===== src/rtl/fifo_rv_if.sv =====
// Valid/ready handshake bundle between the arbiter, fifo_rv and the consumer.
// With FIFO_HWM_EN defined the bundle also carries the occupancy high-water mark.
interface fifo_rv_if #(
  parameter int DWIDTH = 16,
  parameter int DEPTH  = 4
);
  localparam int CWIDTH = $clog2(DEPTH) + 1;

  logic              in_valid;
  logic [DWIDTH-1:0] in_data;
  logic              in_ready;
  logic              out_valid;
  logic [DWIDTH-1:0] out_data;
  logic              out_ready;
  logic [CWIDTH-1:0] count;
`ifdef FIFO_HWM_EN
  logic [CWIDTH-1:0] hwm;

  modport slave  (input  in_valid, in_data, out_ready,
                  output in_ready, out_valid, out_data, count, hwm);
  modport master (output in_valid, in_data, out_ready,
                  input  in_ready, out_valid, out_data, count, hwm);
`else
  modport slave  (input  in_valid, in_data, out_ready,
                  output in_ready, out_valid, out_data, count);
  modport master (output in_valid, in_data, out_ready,
                  input  in_ready, out_valid, out_data, count);
`endif
endinterface


===== src/rtl/fifo_rv.sv =====
// First-word-fall-through circular-buffer FIFO for the arbiter output stream.
// Optional FIFO_HWM_EN adds a peak-occupancy register on bus.hwm.
module fifo_rv #(
  parameter  int DWIDTH = 16,
  parameter  int DEPTH  = 4,
  localparam int CWIDTH = $clog2(DEPTH) + 1
) (
  input  logic      clk,
  input  logic      rst,
  fifo_rv_if.slave  bus
);
  localparam int AW = $clog2(DEPTH);

  logic [DWIDTH-1:0] r_mem [DEPTH];
  logic [AW:0]       r_wr_ptr, r_rd_ptr;
  logic [CWIDTH-1:0] r_count, w_count_nxt;
  logic              w_full, w_empty, w_push, w_pop;

  // Extra wrap bit distinguishes full from empty when the low bits match.
  assign w_empty = (r_wr_ptr == r_rd_ptr);
  assign w_full  = (r_wr_ptr[AW-1:0] == r_rd_ptr[AW-1:0]) &&
                   (r_wr_ptr[AW] != r_rd_ptr[AW]);

  // in_ready looks only at registered state, so out_ready never reaches it.
  assign bus.in_ready  = rst & ~w_full;
  assign bus.out_valid = rst & ~w_empty;
  assign bus.out_data  = bus.out_valid ? r_mem[r_rd_ptr[AW-1:0]] : '0;
  assign bus.count     = r_count;

  assign w_push = bus.in_valid  & bus.in_ready;
  assign w_pop  = bus.out_valid & bus.out_ready;

  always_comb begin
    w_count_nxt = r_count;
    case ({w_push, w_pop})
      2'b10:   w_count_nxt = r_count + CWIDTH'(1);
      2'b01:   w_count_nxt = r_count - CWIDTH'(1);
      default: w_count_nxt = r_count;
    endcase
  end

  always_ff @(posedge clk) begin
    if (!rst) begin
      r_wr_ptr <= '0;
      r_rd_ptr <= '0;
      r_count  <= '0;
    end else begin
      if (w_push) r_wr_ptr <= r_wr_ptr + (AW+1)'(1);
      if (w_pop)  r_rd_ptr <= r_rd_ptr + (AW+1)'(1);
      r_count <= w_count_nxt;
    end
  end

  // Storage is not reset; w_push is already gated off while rst is low.
  always_ff @(posedge clk) begin
    if (w_push) r_mem[r_wr_ptr[AW-1:0]] <= bus.in_data;
  end

`ifdef FIFO_HWM_EN
  logic [CWIDTH-1:0] r_hwm;

  always_ff @(posedge clk) begin
    if (!rst)                    r_hwm <= '0;
    else if (w_count_nxt > r_hwm) r_hwm <= w_count_nxt;
  end

  assign bus.hwm = r_hwm;
`endif
endmodule

===== src/flat_wrapper.sv =====
// flat-port wrapper written by rule: the top's interface ports become plain ports
module fifo_rv_flat 
#(
  parameter  int DWIDTH = 16,
  parameter  int DEPTH  = 4,
  localparam int CWIDTH = $clog2(DEPTH) + 1
)
  (clk, rst, bus_in_valid, bus_in_data, bus_out_ready, bus_in_ready, bus_out_valid, bus_out_data, bus_count);
  fifo_rv_if #(.DWIDTH(DWIDTH), .DEPTH(DEPTH)) bus_i ();
  input  logic clk;
  input  logic rst;
  input wire logic [$bits(bus_i.in_valid)-1:0] bus_in_valid;
  input wire logic [$bits(bus_i.in_data)-1:0] bus_in_data;
  input wire logic [$bits(bus_i.out_ready)-1:0] bus_out_ready;
  output wire logic [$bits(bus_i.in_ready)-1:0] bus_in_ready;
  output wire logic [$bits(bus_i.out_valid)-1:0] bus_out_valid;
  output wire logic [$bits(bus_i.out_data)-1:0] bus_out_data;
  output wire logic [$bits(bus_i.count)-1:0] bus_count;
  assign bus_i.in_valid = bus_in_valid;
  assign bus_i.in_data = bus_in_data;
  assign bus_i.out_ready = bus_out_ready;
  assign bus_in_ready = bus_i.in_ready;
  assign bus_out_valid = bus_i.out_valid;
  assign bus_out_data = bus_i.out_data;
  assign bus_count = bus_i.count;
  fifo_rv #(.DWIDTH(DWIDTH), .DEPTH(DEPTH)) u_core (.clk(clk), .rst(rst), .bus(bus_i));
endmodule

===== config.mk =====
export PLATFORM = sky130hd
export DESIGN_NAME = fifo_rv_flat
export DESIGN_NICKNAME = d
export VERILOG_FILES = /design/src/rtl/fifo_rv_if.sv /design/src/rtl/fifo_rv.sv /design/src/flat_wrapper.sv
export SDC_FILE = /design/constraint.sdc
export NUM_CORES = 1
export LEC_CHECK = 0
export CORE_AREA = 5 5 93 95
export CTS_CLUSTER_DIAMETER = 40
export DETAILED_ROUTE_END_ITERATION = 7
export DIE_AREA = 0 0 98 100
export PLACE_DENSITY_LB_ADDON = 0.2
export SLEW_MARGIN = 0
export SYNTH_ARGS = -nofsm -noshare
export SYNTH_HDL_FRONTEND = slang
export SYNTH_SLANG_ARGS = --single-unit

===== constraint.sdc =====
create_clock -name clk -period 2.5 [get_ports clk]
set_input_delay 0.5 -clock clk [delete_from_list [all_inputs] [get_ports clk]]
set_output_delay 0.5 -clock clk [all_outputs]
set_load 0.02 [all_outputs]

; Word-level counts from Yosys, hierarchy flattened
; Memory sizes are Yosys's and may differ from the RTL's. A register that Yosys moved wholly into a read port is not among the register bits.
; Cells that the tools add are included.
[classes]
n_eq_ne = 5
mul = 0
div_mod_pow = 0
n_bitwise = 6
n_reduce_logical = 2
mux = 6
add_sub_neg = 4
shift = 0
magnitude_cmp = 0
[ops]
columns = operator, count
row1 = 16-bit 2-to-1 mux, 1
row2 = "3-bit by 1-bit adder with 3-bit output, second input constant", 3
row3 = 3-bit one-hot mux with 2 select lines, 1
row4 = 1-bit bitwise AND, 4
row5 = 2-bit 2-to-1 mux, 2
row6 = 3-bit equality test, 1
row7 = "3-bit by 1-bit subtractor with 3-bit output, second input constant", 1
row8 = "2-bit by 1-bit equality test with 1-bit output, second input constant", 1
row9 = 2-bit equality test, 1
row10 = "2-bit equality test, second input constant", 1
row11 = 1-bit 2-to-1 mux, 2
row12 = 1-bit NOT, 2
row13 = 2-bit nonzero test, 1
row14 = 1-bit logical AND, 1
row15 = 1-bit != test, 1
[word_totals]
ram_bits = 64
input_bits = 20
ff_bits = 9
mem_count = 1
latchBits = 0
rom_bits = 0
elab_cells = 27
[mem_list]
columns = name, words, width, rd, rd_ports_with_merged_regs, write_ports, line
row1 = u_core.r_mem, 4, 16, 1, 1, 1, fifo_rv.sv:14  ; logic [DWIDTH-1:0] r_mem [DEPTH];

; Longest topological paths before layout
[logic_depth]
ltp_word = 7
mapped_depth = 10
depth_no_buf = 9

; Worst setup path before layout
; Ideal clock, no wire load.
[synth_path]
kind = register to register
start = register u_core.r_wr_ptr[1]
end = register u_core.r_count[2] (netlist: u_core.bus.count[2])
path_buffers = 1
synth_period_minus_slack_ps = 2496
path_stages_with_launch = 11
setup_slack_ps = 4
t_required_ps = 2430
arrival_ps = 2427
setup_time_ps = 70
cell_sequence = dfxtp_1 > buf_4 > xor2_1 > nor2_1 > a211oi_1 > ha_1 > inv_1 > fa_1 > xor2_1 > or3_1 > a21oi_1
[synth_between]
word_cells_on_any_way = 13
[synth_rtl]
columns = element, line
row1 = from (decl), fifo_rv.sv:15  ; logic [AW:0] r_wr_ptr, r_rd_ptr;
row2 = from (signal assigned), fifo_rv.sv:48  ; if (w_push) r_wr_ptr <= r_wr_ptr + (AW+1)'(1);
row3 = 3-bit equality test (*), fifo_rv.sv:20  ; assign w_empty = (r_wr_ptr == r_rd_ptr);
row4 = 1-bit NOT (*), fifo_rv.sv:26  ; assign bus.out_valid = rst & ~w_empty;
row5 = 1-bit bitwise AND (*), fifo_rv.sv:26
row6 = 1-bit bitwise AND (*), fifo_rv.sv:31  ; assign w_pop = bus.out_valid & bus.out_ready;
row7 = named net u_core.w_pop, fifo_rv.sv:17  ; logic w_full, w_empty, w_push, w_pop;
row8 = 2-bit by 1-bit equality test with 1-bit output or 2-bit equality test (tied branches), fifo_rv.sv:35  ; case ({w_push, w_pop})
row9 = 3-bit one-hot mux with 2 select lines or 2-bit nonzero test (tied branches), --
row10 = to (signal assigned), fifo_rv.sv:50  ; r_count <= w_count_nxt;
row11 = to (decl), fifo_rv.sv:16  ; logic [CWIDTH-1:0] r_count, w_count_nxt;
; Mark *: on every way through the listed nets, which the timed path passes. The rest lies on a longest branch.
; A chain may end at the register's enable or synchronous reset.

; Worst setup path in the final report
[layout_path]
start = register u_core.r_rd_ptr[0]
end = output port bus_out_data[9]
[layout_between]
elab_chain_len = 4
[layout_lines]
columns = element, line
row1 = from (decl), fifo_rv.sv:15
row2 = from (signal assigned), fifo_rv.sv:49  ; if (w_pop) r_rd_ptr <= r_rd_ptr + (AW+1)'(1);
row3 = 3-bit equality test, fifo_rv.sv:20
row4 = 1-bit NOT, fifo_rv.sv:26
row5 = 1-bit bitwise AND, fifo_rv.sv:26
row6 = 16-bit 2-to-1 mux, fifo_rv.sv:27  ; assign bus.out_data = bus.out_valid ? r_mem[r_rd_ptr[AW-1:0]] : '0;
row7 = to (decl), flat_wrapper.sv:17  ; output wire logic [$bits(bus_i.out_data)-1:0] bus_out_data;
; Every way passes these cells.

==> metrics.yaml <==
pwr-share-seq: 0.385
vias: 1854
area_growth_pct: 31.64
yosys.area_share.simple: 0.08997
switching_share: 0.3291
num_rows: 32
final_max_slew_viol_count: 0
cts_tree: "built"
fin_nets: 302
syn_inst: 193
drcViolationCount: 0
r2r_start: "u_core.r_rd_ptr[2]"
synth_area_mm2: 0.003254
slowest_delay_ps: 340
antenna_found_initial: 0
clock_sinks: 75
required_ps: 2000
muxShareOfSynthArea: 0.1153
synth-xor-area-share: 0.02614
fmax_mhz: 410.3
fin_crit_sh: 0.9749
p_int_mw: 2.754
p_switching_mw: 1.351
use_met3: 0.03336
grt_first_pass_wirelength_um: 9791
ys_ff_latch: 75
relSlewSlack: 0.7657
die_area_mm2: 0.009800
use_met2: 0.2178
met1_usage: 0.1629
drive_gt1_frac: 0.3143
h-tree-depth: 3
p_leak_nw: 1.560
cp_cell_sequence: "xor2_2 -> buf_4 -> o31ai_4 -> buf_12 -> and2b_2 -> clkdlybuf4s15_1"
startpoint: "u_core.r_rd_ptr[0]"
wl_per_cell_um: 15.75
dp_slack_ps: -310.5
synth_top_family_by_area: "multiplexers"
ant_nets: 0
worst_pin_slew_ps: 349.1
finClkSkew_ps: 13.67
setup_ws_ps: 62.86
synth_adder_area_share: 0.02922
initial_utilization: 0.4256
vias_per_cell: 4.853
reg2reg_slack_ps: 180
first_iter_violations: 110
path_class: "reg -> out"
track_usage: 0.1288
rsz0062_at_grt: "true"
p_per_area_mw_per_mm2: 958.2
async_flop_share: 0
firstDrtPassIters: 4
comb_power_share: 0.408
antenna-diode-count: 0
postLayoutCoreUtil: 0.5602
yosysWarnings: 0
cts.path.max_buffers: 2
ir_drop_uv: 564.6
synth_area_per_cell_um2: 16.86
insertion_delay_ps: 340
grt_max_degree: 17
area.sequential_mm2: 0.002147
critPathSlowestCell: "dfxtp_1"
syn-num-nets: 220
run_status: "complete, no violations"
yosysTopAreaCellShare: 0.5905
hold_start: "u_core.bus.count[2]"
core_mm2: 0.007647
port_buffers: 40
max_cap_viol_count: 0
pin_count: 41
synth_edf_count: 64
gp_congestion: 0.8188
synth_most_common_cell: "edfxtp_1"
synth_compound_area_frac: 0.04921
setup_viol: 0
synth_top_area_cell: "edfxtp_1"
endpoint_kind: "primary output"
busiest_layer: "met2"
path_max_fanout: 13
die_x_um: 98
p_clk_frac: 0.207
arrival_ps: 1940
hold_path_class: "reg -> reg"
final-hold-violation-count: 0
ys_seq_area_frac: 0.6582
ys.flop_type: "edfxtp_1"
synth.area.top_cells: "edfxtp_1 59%, mux4_2 8.3%, dfxtp_1 6.8%, mux4_1 3.2%, and2b_2 2.7%"
die_h_um: 100
grt_pass1_vias: 1968
synth_cell_types: 37
post-route-min-period_ps: 2437
finalSetupTns_ps: 0
nFillCells: 626
dpl.hpwl_um: 4015
multi_input_comb_area_mm2: 0.001032
wl_um: 6016
numCtsBuffers: 9
cts_root_buf: "clkbuf_8"
synth_commonest_cells: "64 x edfxtp_1, 12 x mux4_2, 11 x dfxtp_1"
overflow: 0
path_clk_slew_ps: 80
start_kind: "flip-flop"
power.total_mw: 4.105
## kinds of logic after synthesis
kind of cell | count (synthesis)
buffers and inverters | 18
multiplexers | 16
adder cells (fa/ha/maj) | 7
AND/OR/NAND/NOR | 46
flip-flops | 75
AO/OA/AOI/OAI | 23
XOR/XNOR | 8
## cell usage in the layout (no fill, tap or decap), types with 6 or more instances in the layout
master,count
dfxtp_1,9
clkdlybuf4s50_1,21
nor2b_1,6
edfxtp_1,64
dlygate4sd2_1,7
ha_1,6
inv_1,10
mux4_2,12
buf_12,6
clkdlybuf4s15_1,8
buf_4,32
clkbuf_8,9
and2b_2,10
a21oi_1,9
nor2_1,7
## per-layer routing
metal,vias up,wire length (um)
li1,913,-
met1,901,2724
met2,36,3045
met3,4,195
met4,0,49
met5,-,0
## metrics by stage
step                cell area [um^2]  cells  hold WS (ps)
floorplan                       3254    193         557.6
global placement                3999    358         478.9
detailed placement              3999    358         496.5
CTS                             4220    378         507.6
global route                    4284    382         550.0
finish                          4284    382         501.2
## worst paths after layout
check	endpoint	cells after the start
max reg2reg	u_core.bus.count[2]	10
min	u_core.bus.count[2]	2
max	bus_out_data[9]	6
min reg2reg	u_core.bus.count[2]	2
## sequential cells by signal, summed over array words and instances, names as in the netlist, named ones only
name	cells
u_core.r_wr_ptr	3
u_core.bus.count	3
u_core.r_rd_ptr	3
u_core.r_mem	64
## power by group through the flow
stage                     combinational, mW  sequential, mW  clock (mW)
after floorplan                       0.891            1.61           0
after global placement                 1.60            1.59           0
after detailed placement               1.60            1.59           0
after CTS                              1.61            1.57       0.867
after global routing                   1.82            1.59       0.930
final                                  1.68            1.58       0.848
## what timing repair did
| item | 4_1_cts | 5_1_grt |
|---|---|---|
| cloned | 0 | 1 |
| hold buffers | 0 | 0 |
| buffers inserted | 4 | 3 |
| setup endpoints to repair | 18 | 7 |
| endpoints found under the hold margin | 0 | 0 |
| pin swaps | 2 | 1 |
| gates resized for setup | 22 | 19 |
## worst max-delay path, delay by kind of cell (launching register included)
family	cells	cell delay [ps]
simple gates	1	210
buf+inv	3	590
flops	1	340
compound gates	1	270
xor+xnor	1	180
## final cells by class
cell class | instances | share of cell area
Clock buffer | 9 | 0.02891
Clock inverter | 7 | 0.01373
Inverter | 10 | 0.008762
Multi-Input combinational cell | 100 | 0.2409
Sequential cell | 75 | 0.5012
Tap cell | 102 | 0.02979
Timing Repair Buffer | 79 | 0.1767
No activity file was read; power rests on OpenSTA's default activity.
